==> src/rtl/muldiv_pkg.sv <==
// Shared definitions for the EX-stage RV32M multiply/divide sequencer:
// funct3 encodings, sequencer states and operand-sign decode helpers.
package muldiv_pkg;

  localparam logic [2:0] MUL    = 3'b000;
  localparam logic [2:0] MULH   = 3'b001;
  localparam logic [2:0] MULHSU = 3'b010;
  localparam logic [2:0] MULHU  = 3'b011;
  localparam logic [2:0] DIV    = 3'b100;
  localparam logic [2:0] DIVU   = 3'b101;
  localparam logic [2:0] REM    = 3'b110;
  localparam logic [2:0] REMU   = 3'b111;

  typedef enum logic [1:0] {
    IDLE = 2'd0,
    CALC = 2'd1,
    FIX  = 2'd2,
    DONE = 2'd3
  } state_e;

  function automatic logic is_div(input logic [2:0] f3);
    return f3[2];
  endfunction

  function automatic logic is_signed_a(input logic [2:0] f3);
    return (f3 == MULH) || (f3 == MULHSU) || (f3 == DIV) || (f3 == REM);
  endfunction

  function automatic logic is_signed_b(input logic [2:0] f3);
    return (f3 == MULH) || (f3 == DIV) || (f3 == REM);
  endfunction

endpackage

==> src/rtl/ex_muldiv_unit.sv <==
// Multi-cycle RV32M multiply/divide unit beside the EX-stage alu. One shared
// adder/subtractor runs shift-add multiply or restoring divide on magnitudes.
//
// state | meaning
// ------+-----------------------------------------------------------
// IDLE  | waiting for start; start loads operands and goes to CALC
// CALC  | one multiply/divide iteration per cycle, XLEN cycles
// FIX   | sign correction, half/quotient/remainder select, result write
// DONE  | done strobe; start here reloads straight into CALC
module ex_muldiv_unit
  import muldiv_pkg::*;
#(
  parameter int XLEN = 32
) (
  input  logic            clk,
  input  logic            rst_n,
  input  logic            start,
  input  logic [2:0]      funct3,
  input  logic [XLEN-1:0] op_a,
  input  logic [XLEN-1:0] op_b,
  input  logic            flush,
  output logic            stall,
  output logic            busy,
  output logic            done,
  output logic [XLEN-1:0] result
);

  localparam int CNT_W = $clog2(XLEN) + 1;
  localparam logic [CNT_W-1:0] LAST_ITER = CNT_W'(XLEN - 1);

  state_e            r_state;
  logic [CNT_W-1:0]  r_cnt;
  logic [2:0]        r_f3;
  logic              r_neg_a;
  logic              r_neg_b;
  logic [XLEN-1:0]   r_b;
  logic [XLEN-1:0]   r_hi;
  logic [XLEN-1:0]   r_lo;
  logic              r_busy;
  logic              r_done;
  logic [XLEN-1:0]   r_result;

  logic              w_accept;
  logic              w_sign_a;
  logic              w_sign_b;
  logic [XLEN-1:0]   w_mag_a;
  logic [XLEN-1:0]   w_mag_b;
  logic              w_is_div;
  logic [XLEN+1:0]   w_x;
  logic [XLEN+1:0]   w_y;
  logic [XLEN+1:0]   w_sum;
  logic [XLEN:0]     w_prod_hi;
  logic [XLEN-1:0]   w_hi_nxt;
  logic [XLEN-1:0]   w_lo_nxt;
  logic [2*XLEN-1:0] w_prod_s;
  logic [XLEN-1:0]   w_quo;
  logic [XLEN-1:0]   w_rem;
  logic [XLEN-1:0]   w_fix_res;

  assign w_accept = start && !flush && ((r_state == IDLE) || (r_state == DONE));
  assign stall    = (((r_state == IDLE) || (r_state == DONE)) && start)
                    || (r_state == CALC) || (r_state == FIX);
  assign busy     = r_busy;
  assign done     = r_done;
  assign result   = r_result;

  assign w_sign_a = is_signed_a(funct3) && op_a[XLEN-1];
  assign w_sign_b = is_signed_b(funct3) && op_b[XLEN-1];
  assign w_mag_a  = w_sign_a ? -op_a : op_a;
  assign w_mag_b  = w_sign_b ? -op_b : op_b;

  // Divide feeds the shifted partial remainder (XLEN+1 bits) and subtracts.
  assign w_is_div = is_div(r_f3);
  assign w_x      = w_is_div ? {1'b0, r_hi, r_lo[XLEN-1]} : {2'b00, r_hi};
  assign w_y      = {2'b00, r_b};
  assign w_sum    = w_x + (w_is_div ? ~w_y : w_y) + {{(XLEN+1){1'b0}}, w_is_div};

  always_comb begin
    w_prod_hi = '0;
    w_hi_nxt  = r_hi;
    w_lo_nxt  = r_lo;
    if (w_is_div) begin
      if (!w_sum[XLEN+1]) begin
        w_hi_nxt = w_sum[XLEN-1:0];
        w_lo_nxt = {r_lo[XLEN-2:0], 1'b1};
      end else begin
        w_hi_nxt = {r_hi[XLEN-2:0], r_lo[XLEN-1]};
        w_lo_nxt = {r_lo[XLEN-2:0], 1'b0};
      end
    end else begin
      w_prod_hi = r_lo[0] ? w_sum[XLEN:0] : {1'b0, r_hi};
      w_hi_nxt  = w_prod_hi[XLEN:1];
      w_lo_nxt  = {w_prod_hi[0], r_lo[XLEN-1:1]};
    end
  end

  // A zero divisor leaves the dividend in r_hi, so REM/REMU already return op_a;
  // signed overflow also falls out of the magnitude path as 0x80..0 / 0.
  always_comb begin
    w_prod_s  = (r_neg_a ^ r_neg_b) ? -{r_hi, r_lo} : {r_hi, r_lo};
    w_quo     = (r_b == '0) ? '1 : ((r_neg_a ^ r_neg_b) ? -r_lo : r_lo);
    w_rem     = r_neg_a ? -r_hi : r_hi;
    w_fix_res = '0;
    case (r_f3)
      MUL:                 w_fix_res = w_prod_s[XLEN-1:0];
      MULH, MULHSU, MULHU: w_fix_res = w_prod_s[2*XLEN-1:XLEN];
      DIV, DIVU:           w_fix_res = w_quo;
      default:             w_fix_res = w_rem;
    endcase
  end

  always_ff @(posedge clk or negedge rst_n) begin
    if (!rst_n) begin
      r_state  <= IDLE;
      r_cnt    <= '0;
      r_f3     <= '0;
      r_neg_a  <= 1'b0;
      r_neg_b  <= 1'b0;
      r_b      <= '0;
      r_hi     <= '0;
      r_lo     <= '0;
      r_busy   <= 1'b0;
      r_done   <= 1'b0;
      r_result <= '0;
    end else begin
      r_done <= 1'b0;
      if (flush && (r_state != IDLE)) begin
        r_state <= IDLE;
        r_busy  <= 1'b0;
      end else if (w_accept) begin
        r_state <= CALC;
        r_busy  <= 1'b1;
        r_cnt   <= '0;
        r_f3    <= funct3;
        r_neg_a <= w_sign_a;
        r_neg_b <= w_sign_b;
        r_b     <= w_mag_b;
        r_hi    <= '0;
        r_lo    <= w_mag_a;
      end else begin
        case (r_state)
          CALC: begin
            r_hi  <= w_hi_nxt;
            r_lo  <= w_lo_nxt;
            r_cnt <= r_cnt + 1'b1;
            if (r_cnt == LAST_ITER) r_state <= FIX;
          end
          FIX: begin
            r_result <= w_fix_res;
            r_busy   <= 1'b0;
            r_done   <= 1'b1;
            r_state  <= DONE;
          end
          DONE:    r_state <= IDLE;
          default: r_state <= IDLE;
        endcase
      end
    end
  end

endmodule

==> config.mk <==
export PLATFORM = sky130hd
export DESIGN_NAME = ex_muldiv_unit
export DESIGN_NICKNAME = d
export VERILOG_FILES = /design/src/rtl/muldiv_pkg.sv /design/src/rtl/ex_muldiv_unit.sv
export SDC_FILE = /design/constraint.sdc
export NUM_CORES = 1
export LEC_CHECK = 0
export BUFFER_PORTS_ARGS = -buffer_cell sky130_fd_sc_hd__buf_2
export CORE_MARGIN = 2
export CORE_UTILIZATION = 62
export DETAILED_ROUTE_END_ITERATION = 8
export MAX_ROUTING_LAYER = met4
export PLACE_DENSITY = 0.88
export SLEW_MARGIN = 15
export SYNTH_ARGS = -nofsm -noshare
export SYNTH_HDL_FRONTEND = slang
export SYNTH_SLANG_ARGS = --single-unit
==> constraint.sdc <==
create_clock -name clk -period 5.22 [get_ports clk]
set_clock_uncertainty 0.1 [all_clocks]
set_input_delay 0.261 -clock clk [delete_from_list [all_inputs] [get_ports clk]]
set_output_delay 0.261 -clock clk [all_outputs]
set_load 0.01 [all_outputs]
==> flow_summary.ini, run 1 <==
[critical_path]
critPathSlowestCell = dfrtp_4
critical_path_buf_inv_count = 1
critPathKind = reg -> reg
max_stage_delay_ps = 1030
cpLargestDelayFamily = compound AO/OA/AOI/OAI gates
cp.arrival_ps = 4680
crit_required_ps = 5440
path_cells = buf_4, mux2_2, ha_1, and2_1, and4_1, a22oi_1, nand3_1, a31o_2, a21boi_2, nand2_1, o221ai_1, a21oi_1
critical_path_peak_fanout = 77
start_kind = flop
cp-end-kind = flop

[job]
maxCapViolations = 0

[yosys]
synth_ff_type = dfrtp_1
ys.warnings.count = 0
syn_avg_cell_area_um2 = 7.67
netlist_area_um2 = 13100
syn_inst = 1706
ys_seq_elements = 143
synth_enable_flop_cells = 0
syn_nets = 1818
synth_cell_types = 74
synth-seq-area-share = 0.274
ys_async_sr_fraction = 1.00

[cts]
cts_tree = yes
clock_sinks = 143
insertion_delay_ps = 440
cts-buffers-inserted = 17
clk_pin_slew_ps = 70
cts_resized = 0
clockBufferDepth = 2
ctsRootBufferMaster = clkbuf_16
cts_hold_repair.buffers = 5
cts_setup_buffers = 0
cts-htree-levels = 4

[routing]
wirelength_mm = 39.1
first_iter_violations = 1714
vias_per_cell = 6.59
wl_per_cell_um = 19.5
vias = 13200
antenna_left = 0
drt-pass1-iter-count = 8
remaining_drc_errors = 0

[sta]
tns_ps = 0
min_period_over_period = 0.854
timing.fmax_mhz = 224
worst_pin_slew_ps = 1020
final_max_slew_viol_count = 0
setup_viol = 0
rsz0062_at_grt = no
slew_headroom = 0.317
min_period_ps = 4460
final_hold_viol_count = 0

[global_route]
grt_pass1_wl_mm = 61.6
overflow = 0
antenna_found_initial = 0
grt_max_degree = 87
grt_pass1_vias = 11900
grt_util_all_layers = 0.356

[die]
ioPinCount = 106
dieHeight_um = 149
fp.coreArea_um2 = 20900
start_util = 0.626
rows = 53
fp.dieW_um = 149
die-area_um2 = 22300

[placement]
gp_congestion = 0.964
hpwlAfterDp_mm = 28.4
io_buffers = 105

[finish]
finalNetCount = 1830
fill_cells = 1710
drive_above_1_share = 0.127
n_antenna_cell = 0
area_growth_pct = 9.17

[hold_path]
min_path_type = in -> reg

[status]
status = completed
registers in the layout, indices dropped and copies added, names as in the netlist:
register,count
r_b,32
r_hi,32
r_lo,32
result,32
r_cnt,6
r_f3,3
r_state,2
busy,1
done,1
r_neg_a,1
r_neg_b,1
routing by layer:
metal  routed length (um)  track usage
met5                    0            -
met2                18100        0.543
met4                 1360        0.134
met1                16200        0.481
met3                 3440       0.0557
cells in the mapped netlist, types with 4 or more instances:
master | number | area [um2]
o211ai_1 | 9 | 67.6
a21oi_1 | 127 | 636
o21bai_1 | 5 | 37.5
buf_1 | 19 | 71.3
dfrtp_1 | 143 | 3580
o31ai_1 | 27 | 203
nor2b_1 | 12 | 75.1
a32o_1 | 6 | 60.1
clkbuf_1 | 115 | 432
o41ai_1 | 7 | 61.3
nand3_1 | 18 | 90.1
or2_2 | 9 | 56.3
a22o_1 | 6 | 52.6
xnor2_1 | 99 | 867
mux2_2 | 23 | 259
a221oi_1 | 4 | 35.0
or4_1 | 13 | 97.6
mux2i_1 | 34 | 340
a211oi_1 | 34 | 255
xor2_1 | 112 | 981
a311oi_1 | 5 | 43.8
a31oi_1 | 19 | 119
nand2_1 | 220 | 826
ha_1 | 40 | 500
and2_1 | 6 | 37.5
o22ai_1 | 10 | 62.6
o221ai_1 | 28 | 245
inv_1 | 43 | 161
nor4_1 | 24 | 150
nor3_1 | 23 | 115
a22oi_1 | 7 | 52.6
nor2_1 | 136 | 510
nand4_1 | 16 | 100
a21o_1 | 13 | 97.6
o21a_1 | 8 | 60.1
or3_1 | 19 | 119
nand2b_1 | 18 | 113
o21ai_0 | 193 | 966
worst register-to-register path: cells and delay by family (launching register included):
kind | cells | cell delay [ps]
fa+ha+maj | 1 | 360
compound gates | 5 | 1190
simple gates | 4 | 940
mux | 1 | 360
buf+inv | 1 | 360
flops | 1 | 1030
area by class of cell:
class	count	area, um2	area share
Multi-Input combinational cell	1383	8860	0.621
Sequential cell	143	3580	0.251
Timing Repair Buffer	130	732	0.0513
Clock buffer	17	425	0.0298
Tap cell	275	344	0.0241
Clock inverter	15	171	0.0120
Inverter	43	161	0.0113
layout by cell type, fill, tap and decap left out, types with 5 or more instances in the layout:
cell,Yosys,routed
o21bai_1,5,5
ha_1,40,40
o211ai_1,9,9
o221ai_1,28,28
a211oi_1,34,34
dfrtp_1,143,142
xor2_1,112,111
a31oi_1,19,19
dlygate4sd3_1,0,5
a21oi_1,127,127
o21a_1,8,8
a22oi_1,7,7
a32o_1,6,6
o21ai_0,193,192
nand2_1,220,218
nor3_1,23,22
inv_1,43,43
mux2_2,23,23
o41ai_1,7,7
or3_1,19,19
a311oi_1,5,5
nand3_1,18,18
nor2b_1,12,11
nor4_1,24,24
nor2_1,136,135
clkbuf_16,0,17
nand2b_1,18,17
o31ai_1,27,27
or2_2,9,9
or4_1,13,13
and2_1,6,6
nand4_1,16,16
inv_6,0,6
o22ai_1,10,10
a21o_1,13,13
xnor2_1,99,98
a22o_1,6,6
buf_4,0,20
mux2i_1,34,34
buf_2,3,104
final timing paths:
kind / start / to / slack (ps) / cells after the start
setup / recovery: r_f3[2] / r_hi[30] / 760 / 12
hold / removal: funct3[2] / r_f3[2] / 20 / 3
setup reg to reg: r_f3[2] / r_hi[30] / 760 / 12
hold reg to reg: result[24] / result[24] / 370 / 2
max in group asynchronous: rst_n / r_lo[2] / 3360 / 3
min in group asynchronous: rst_n / r_b[20] / 340 / 2
through the flow:
step / util / setup WS [ps] / instances / hold WS (ps) / area, um2
finish: 0.684 / 760 / 2006 / 20.4 / 14300
global route: 0.684 / 497 / 2006 / 34.7 / 14300
CTS: 0.683 / 836 / 2006 / 2.86 / 14300
detailed placement: 0.652 / 856 / 1969 / 292 / 13600
global placement: 0.652 / 916 / 1969 / 289 / 13600
floorplan: - / 771 / 1706 / -135 / 13100
cells by family (layout without fill, tap and decap cells):
group,Yosys count,after routing,synth area share
compound gates,535,535,0.253
xor+xnor,211,211,0.141
fa+ha+maj,41,41,0.0398
buf+inv,180,205,0.0519
flops,143,143,0.274
mux,57,57,0.0458
simple gates,539,539,0.195
Power of run 1 is left out: the tool's default activity adds up to more than one toggle a clock period on the data nets, which glitch-free logic cannot reach.
==> inputs of run 2 (changes only) <==
--- a/config.mk
+++ b/config.mk
@@ -6,11 +6,13 @@
 export NUM_CORES = 1
 export LEC_CHECK = 0
 export BUFFER_PORTS_ARGS = -buffer_cell sky130_fd_sc_hd__buf_2
+export CELL_PAD_IN_SITES_DETAIL_PLACEMENT = 0
+export CELL_PAD_IN_SITES_GLOBAL_PLACEMENT = 2
 export CORE_MARGIN = 2
-export CORE_UTILIZATION = 62
+export CORE_UTILIZATION = 36
 export DETAILED_ROUTE_END_ITERATION = 8
 export MAX_ROUTING_LAYER = met4
-export PLACE_DENSITY = 0.88
+export PLACE_DENSITY = 0.87
 export SLEW_MARGIN = 15
 export SYNTH_ARGS = -nofsm -noshare
 export SYNTH_HDL_FRONTEND = slang
==> run 2 against run 1 <==
Maximum frequency about the same. Wire length increased by 11%. Flip-flop and latch count unchanged. Design area increased by 2.3%. Critical endpoint is now r_hi[31]. Largest cell class unchanged.
==> flow_summary.ini, run 2 (same netlist as run 1, synthesis figures left out) <==
[cts]
clock_sinks = 143
clockBufferDepth = 2
insertion_delay_ps = 440
clk_pin_slew_ps = 70
cts_resized = 0
ctsRootBufferMaster = clkbuf_16
cts-htree-levels = 4
cts_tree = yes
cts-buffers-inserted = 17

[placement]
dp_cells = 2158
gp_congestion = 0.959
hpwlAfterDp_mm = 32.8
io_buffers = 105

[finish]
fin_cells = 2196
fill_cells = 3702
final_common_cell = nand2_1
finalNetCount = 1834
layout_common_cells = 218 x nand2_1, 192 x o21ai_0, 142 x dfrtp_1
area_growth_pct = 11.7
drive_above_1_share = 0.127
n_antenna_cell = 0

[hold_path]
min-delay-start = op_b[1]
hold_path_depth = 3
min_path_type = in -> reg
min_to = r_b[1]

[sta]
min_period_over_period = 0.855
hold_ws_ps = 20.6
timing.fmax_mhz = 224
setup_viol = 0
worst_pin_slew_ps = 997
tns_ps = 0
min_period_ps = 4460
slew_headroom = 0.333
final_hold_viol_count = 0
final_max_slew_viol_count = 0
rsz0062_at_grt = no

[critical_path]
cp-end-kind = flop
r2r_slack_ps = 760
start_kind = flop
critical_path_peak_fanout = 76
regToRegStartpoint = r_f3[2]
r2r_cells = 11
crit_required_ps = 5470
reg2reg_to = r_hi[31]
cp.arrival_ps = 4720
critPathKind = reg -> reg
critPathLaunch = r_f3[2]

[global_route]
grt_pass1_wl_mm = 68.6
overflow = 0
grt_max_degree = 94
antenna_found_initial = 0
grt_pass1_vias = 11800
grt_util_all_layers = 0.235

[routing]
first_iter_violations = 895
vias_per_cell = 5.63
wl_per_cell_um = 19.7
antenna_left = 0
remaining_drc_errors = 0
vias = 12400
drt-pass1-iter-count = 5
wirelength_mm = 43.2

[pwr]
power_mw = 11.8
leakagePower_nw = 6.16
peakVddDrop_mv = 0.323
power_density_nw_per_um2 = 811

[die]
dieHeight_um = 195
die-area_um2 = 37900
ioPinCount = 106
fp.coreArea_um2 = 35700
fp.dieW_um = 195
start_util = 0.367
rows = 69

[status]
status = completed

[job]
maxCapViolations = 0
==> run 2: cell count changes in the layout (fill, tap and decap cells not counted), sizes merged <==
cell	previous run	this run
buf	125	128
bufinv	2	5
clkbuf	17	18
clkinv	2	3
clkinvlp	2	1
dlygate4sd3	5	6
inv	52	48
==> run 2: power breakdown <==
part           leakage, nW  internal, mW  switching [mW]
clock                0.319         0.860           0.552
sequential            1.80          1.59           0.859
combinational         4.03          3.05            4.94
==> run 2: how the worst max path moves through the flow <==
| stage | slack [ps] | to |
|---|---|---|
| after CTS | 800 | r_hi[31] |
| final | 760 | r_hi[31] |
| after floorplan | 770 | r_hi[31] |
| after detailed placement | 810 | r_hi[31] |
| after global placement | 870 | r_hi[31] |
| after global routing | 530 | r_hi[31] |
==> run 2: metal layers <==
metal | wire [um] | track usage | vias up
met5 | 0 | - | -
met4 | 586 | 0.0507 | 0
met3 | 1740 | 0.0269 | 39
met2 | 20000 | 0.362 | 298
met1 | 20900 | 0.330 | 5939
li1 | - | - | 6097
==> run 2: area by class of cell <==
cell class                 instances  area (um2)  area share
clock buffer                      18         429      0.0294
clock inverter                    14         229      0.0157
inverter                          43         161      0.0110
tap                              461         577      0.0395
multi-input combinational       1383        8860       0.606
sequential                       143        3580       0.245
timing repair buffer             134         777      0.0532
==> run 2: through the flow <==
| stage | area (um2) | util | setup slack, ps |
|---|---|---|---|
| finish | 14600 | 0.410 | 756 |
| global route | 14600 | 0.410 | 529 |
| CTS | 14600 | 0.410 | 796 |
| detailed placement | 13900 | 0.390 | 805 |
| global placement | 13900 | 0.390 | 868 |
| floorplan | 13100 | - | 771 |
==> run 2: repair_timing <==
item,CTS,global route
endpoints found under the hold margin,97,0
buffers inserted,0,0
hold buffers,6,0
==> run 2: critical path: stages, from the launching register on <==
cell and delay (ps):
dfrtp_4 1000, mux2_2 420, ha_1 360, a21oi_1 280, o211a_1 240, o22ai_1 130
o41a_1 500, a311o_1 420, a311oi_1 340, xnor2_1 190, o22ai_1 110, o31ai_1 240
Note: power is estimated with default switching activity, not from simulation.
==> inputs of run 3 (changes only) <==
--- a/config.mk
+++ b/config.mk
@@ -6,13 +6,12 @@
 export NUM_CORES = 1
 export LEC_CHECK = 0
 export BUFFER_PORTS_ARGS = -buffer_cell sky130_fd_sc_hd__buf_2
-export CELL_PAD_IN_SITES_DETAIL_PLACEMENT = 0
-export CELL_PAD_IN_SITES_GLOBAL_PLACEMENT = 2
 export CORE_MARGIN = 2
-export CORE_UTILIZATION = 36
+export CORE_UTILIZATION = 30
 export DETAILED_ROUTE_END_ITERATION = 8
+export GPL_ROUTABILITY_DRIVEN = 0
 export MAX_ROUTING_LAYER = met4
-export PLACE_DENSITY = 0.87
+export PLACE_DENSITY = 0.52
 export SLEW_MARGIN = 15
 export SYNTH_ARGS = -nofsm -noshare
 export SYNTH_HDL_FRONTEND = slang
==> run 3 against run 2 <==
Die area is 20% higher. Sequential power fell by 2%. Non-clock buffer count up 1. Hold slack worse by 14 ps. Count of clock-buffer cells in the layout did not move. Critical path depth rose by 2. Combinational power up 2%. Largest cell class unchanged. Wire length grew 1.2%. First-iteration DRC count is 17% higher. Clock power about the same.
==> flow_summary.ini, run 3 (same netlist as run 1, synthesis figures left out) <==
[routing]
remaining_drc_errors = 0
first_iter_violations = 1046
wl_per_cell_um = 18.8
antenna_left = 0
drt-pass1-iter-count = 5
vias = 12400
wirelength_mm = 43.8
vias_per_cell = 5.35

[critical_path]
critPathLaunch = r_f3[2]
critPathKind = reg -> reg
path_cells = buf_4, mux2_2, ha_1, a21o_1, a21oi_1, o21ai_0, a41o_1, a31o_2, a21boi_2, buf_4, nor2_1, a311oi_1, a22o_1
crit_top_cell = buf_4
crit_required_ps = 5500
regToRegStartpoint = r_f3[2]
critical_path_peak_fanout = 50
cp-end-kind = flop
critPathSlowestCell = dfrtp_4
start_kind = flop
max_stage_delay_ps = 770
r2r_cells = 13
cp.arrival_ps = 4590

[finish]
final_common_cell = nand2_1
layout_common_cells = 218 x nand2_1, 192 x o21ai_0, 142 x dfrtp_1
drive_above_1_share = 0.126
finalNetCount = 1835
area_growth_pct = 13.0

[global_route]
grtUsageMet2 = 0.297
grt_max_degree = 99
grt_pass1_wl_mm = 68.5
met3_usage = 0.0257
antenna_found_initial = 1
busiest_layer = met2
grt_pass1_vias = 11600
grt_util_all_layers = 0.200
use_met1 = 0.283
overflow = 0

[die]
fp.dieW_um = 213
start_util = 0.304
rows = 76
fp.coreArea_um2 = 43100
die-area_um2 = 45300
ioPinCount = 106
dieHeight_um = 213

[cts]
cts-htree-levels = 4
ctsRootBufferMaster = clkbuf_16
clock_sinks = 143
insertion_delay_ps = 450
cts-buffers-inserted = 17
cts_setup_buffers = 0
clk_pin_slew_ps = 70
cts_resized = 0
cts_tree = yes
clockBufferDepth = 2

[sta]
min_period_ps = 4300
slew_headroom = 0.319
rsz0062_at_grt = no
min_period_over_period = 0.824
setup_viol = 0
timing.fmax_mhz = 232
final_hold_viol_count = 0
tns_ps = 0
final_max_slew_viol_count = 0
hold_ws_ps = 6.86
worst_pin_slew_ps = 1020

[placement]
hpwlAfterDp_mm = 33.0
io_buffers = 105

[hold_path]
hold_path_depth = 3
min_path_type = in -> reg
min-delay-start = op_a[31]

[job]
maxCapViolations = 0

[pwr]
leakagePower_nw = 6.15
power_density_nw_per_um2 = 806
peakVddDrop_mv = 0.291

[status]
status = completed
[run 3: cell types whose count changed in the layout (fill, tap and decap cells not counted), sizes merged]
| cell | delta |
|---|---|
| dlygate4sd3 | +3 |
| inv | -1 |
| clkinvlp | +1 |
| bufinv | -1 |
| buf | -2 |
| diode | +1 |
| clkinv | +1 |
[run 3: per-layer routing]
layer  up-vias  part of all wire
li1       6111                 -
met1      5889              0.49
met2       369              0.44
met3        61             0.045
met4         0             0.023
met5         -                 0
[run 3: through the flow]
| step | area (um2) | utilization | worst slack, ps | std cells | power (mW) |
|---|---|---|---|---|---|
| finish | 14800 | 0.343 | 916 | 2322 | 11.9 |
| global placement | 14000 | 0.326 | 991 | 2280 | 10.3 |
| global route | 14800 | 0.343 | 605 | 2322 | 12.9 |
| floorplan | 13100 | - | 771 | 1706 | 7.96 |
| detailed placement | 14000 | 0.326 | 1020 | 2280 | 10.4 |
| CTS | 14800 | 0.343 | 959 | 2321 | 11.8 |
[run 3: worst max-delay path, delay by kind of cell, from the launching register on]
kind	cells	cell delay [ps]
buffers and inverters	2	700
AOI/OAI and AO/OA	8	1750
DFF	1	770
and+or+nand+nor	1	100
muxes	1	360
adders and majority gates	1	410
[run 3: power breakdown]
group / leakage (nW) / switching (mW) / internal [mW]
sequential: 1.80 / 0.807 / 1.59
combinational: 4.04 / 5.08 / 3.04
clock: 0.309 / 0.558 / 0.822
[run 3: worst paths after layout]
path / end / slack [ps]
max in group asynchronous: r_lo[26] / 3370
worst min register to register: result[19] / 380
min in group asynchronous: r_b[20] / 380
worst max-delay path: r_hi[8] / 920
worst min-delay path: r_lo[31] / 7
worst max register to register: r_hi[8] / 920
[run 3: layout make-up]
class	count	area, um2
Fill cell	4552	28300
Multi-Input combinational cell	1383	8860
Sequential cell	143	3580
Timing Repair Buffer	135	792
Tap cell	585	732
Clock buffer	18	439
Clock inverter	14	204
Inverter	43	161
Antenna cell	1	2.50
[run 3: what timing repair did]
item                       in CTS  in global routing
hold buffers                    9                  0
hold endpoints to repair      105                  0
setup endpoints to repair       0                  0
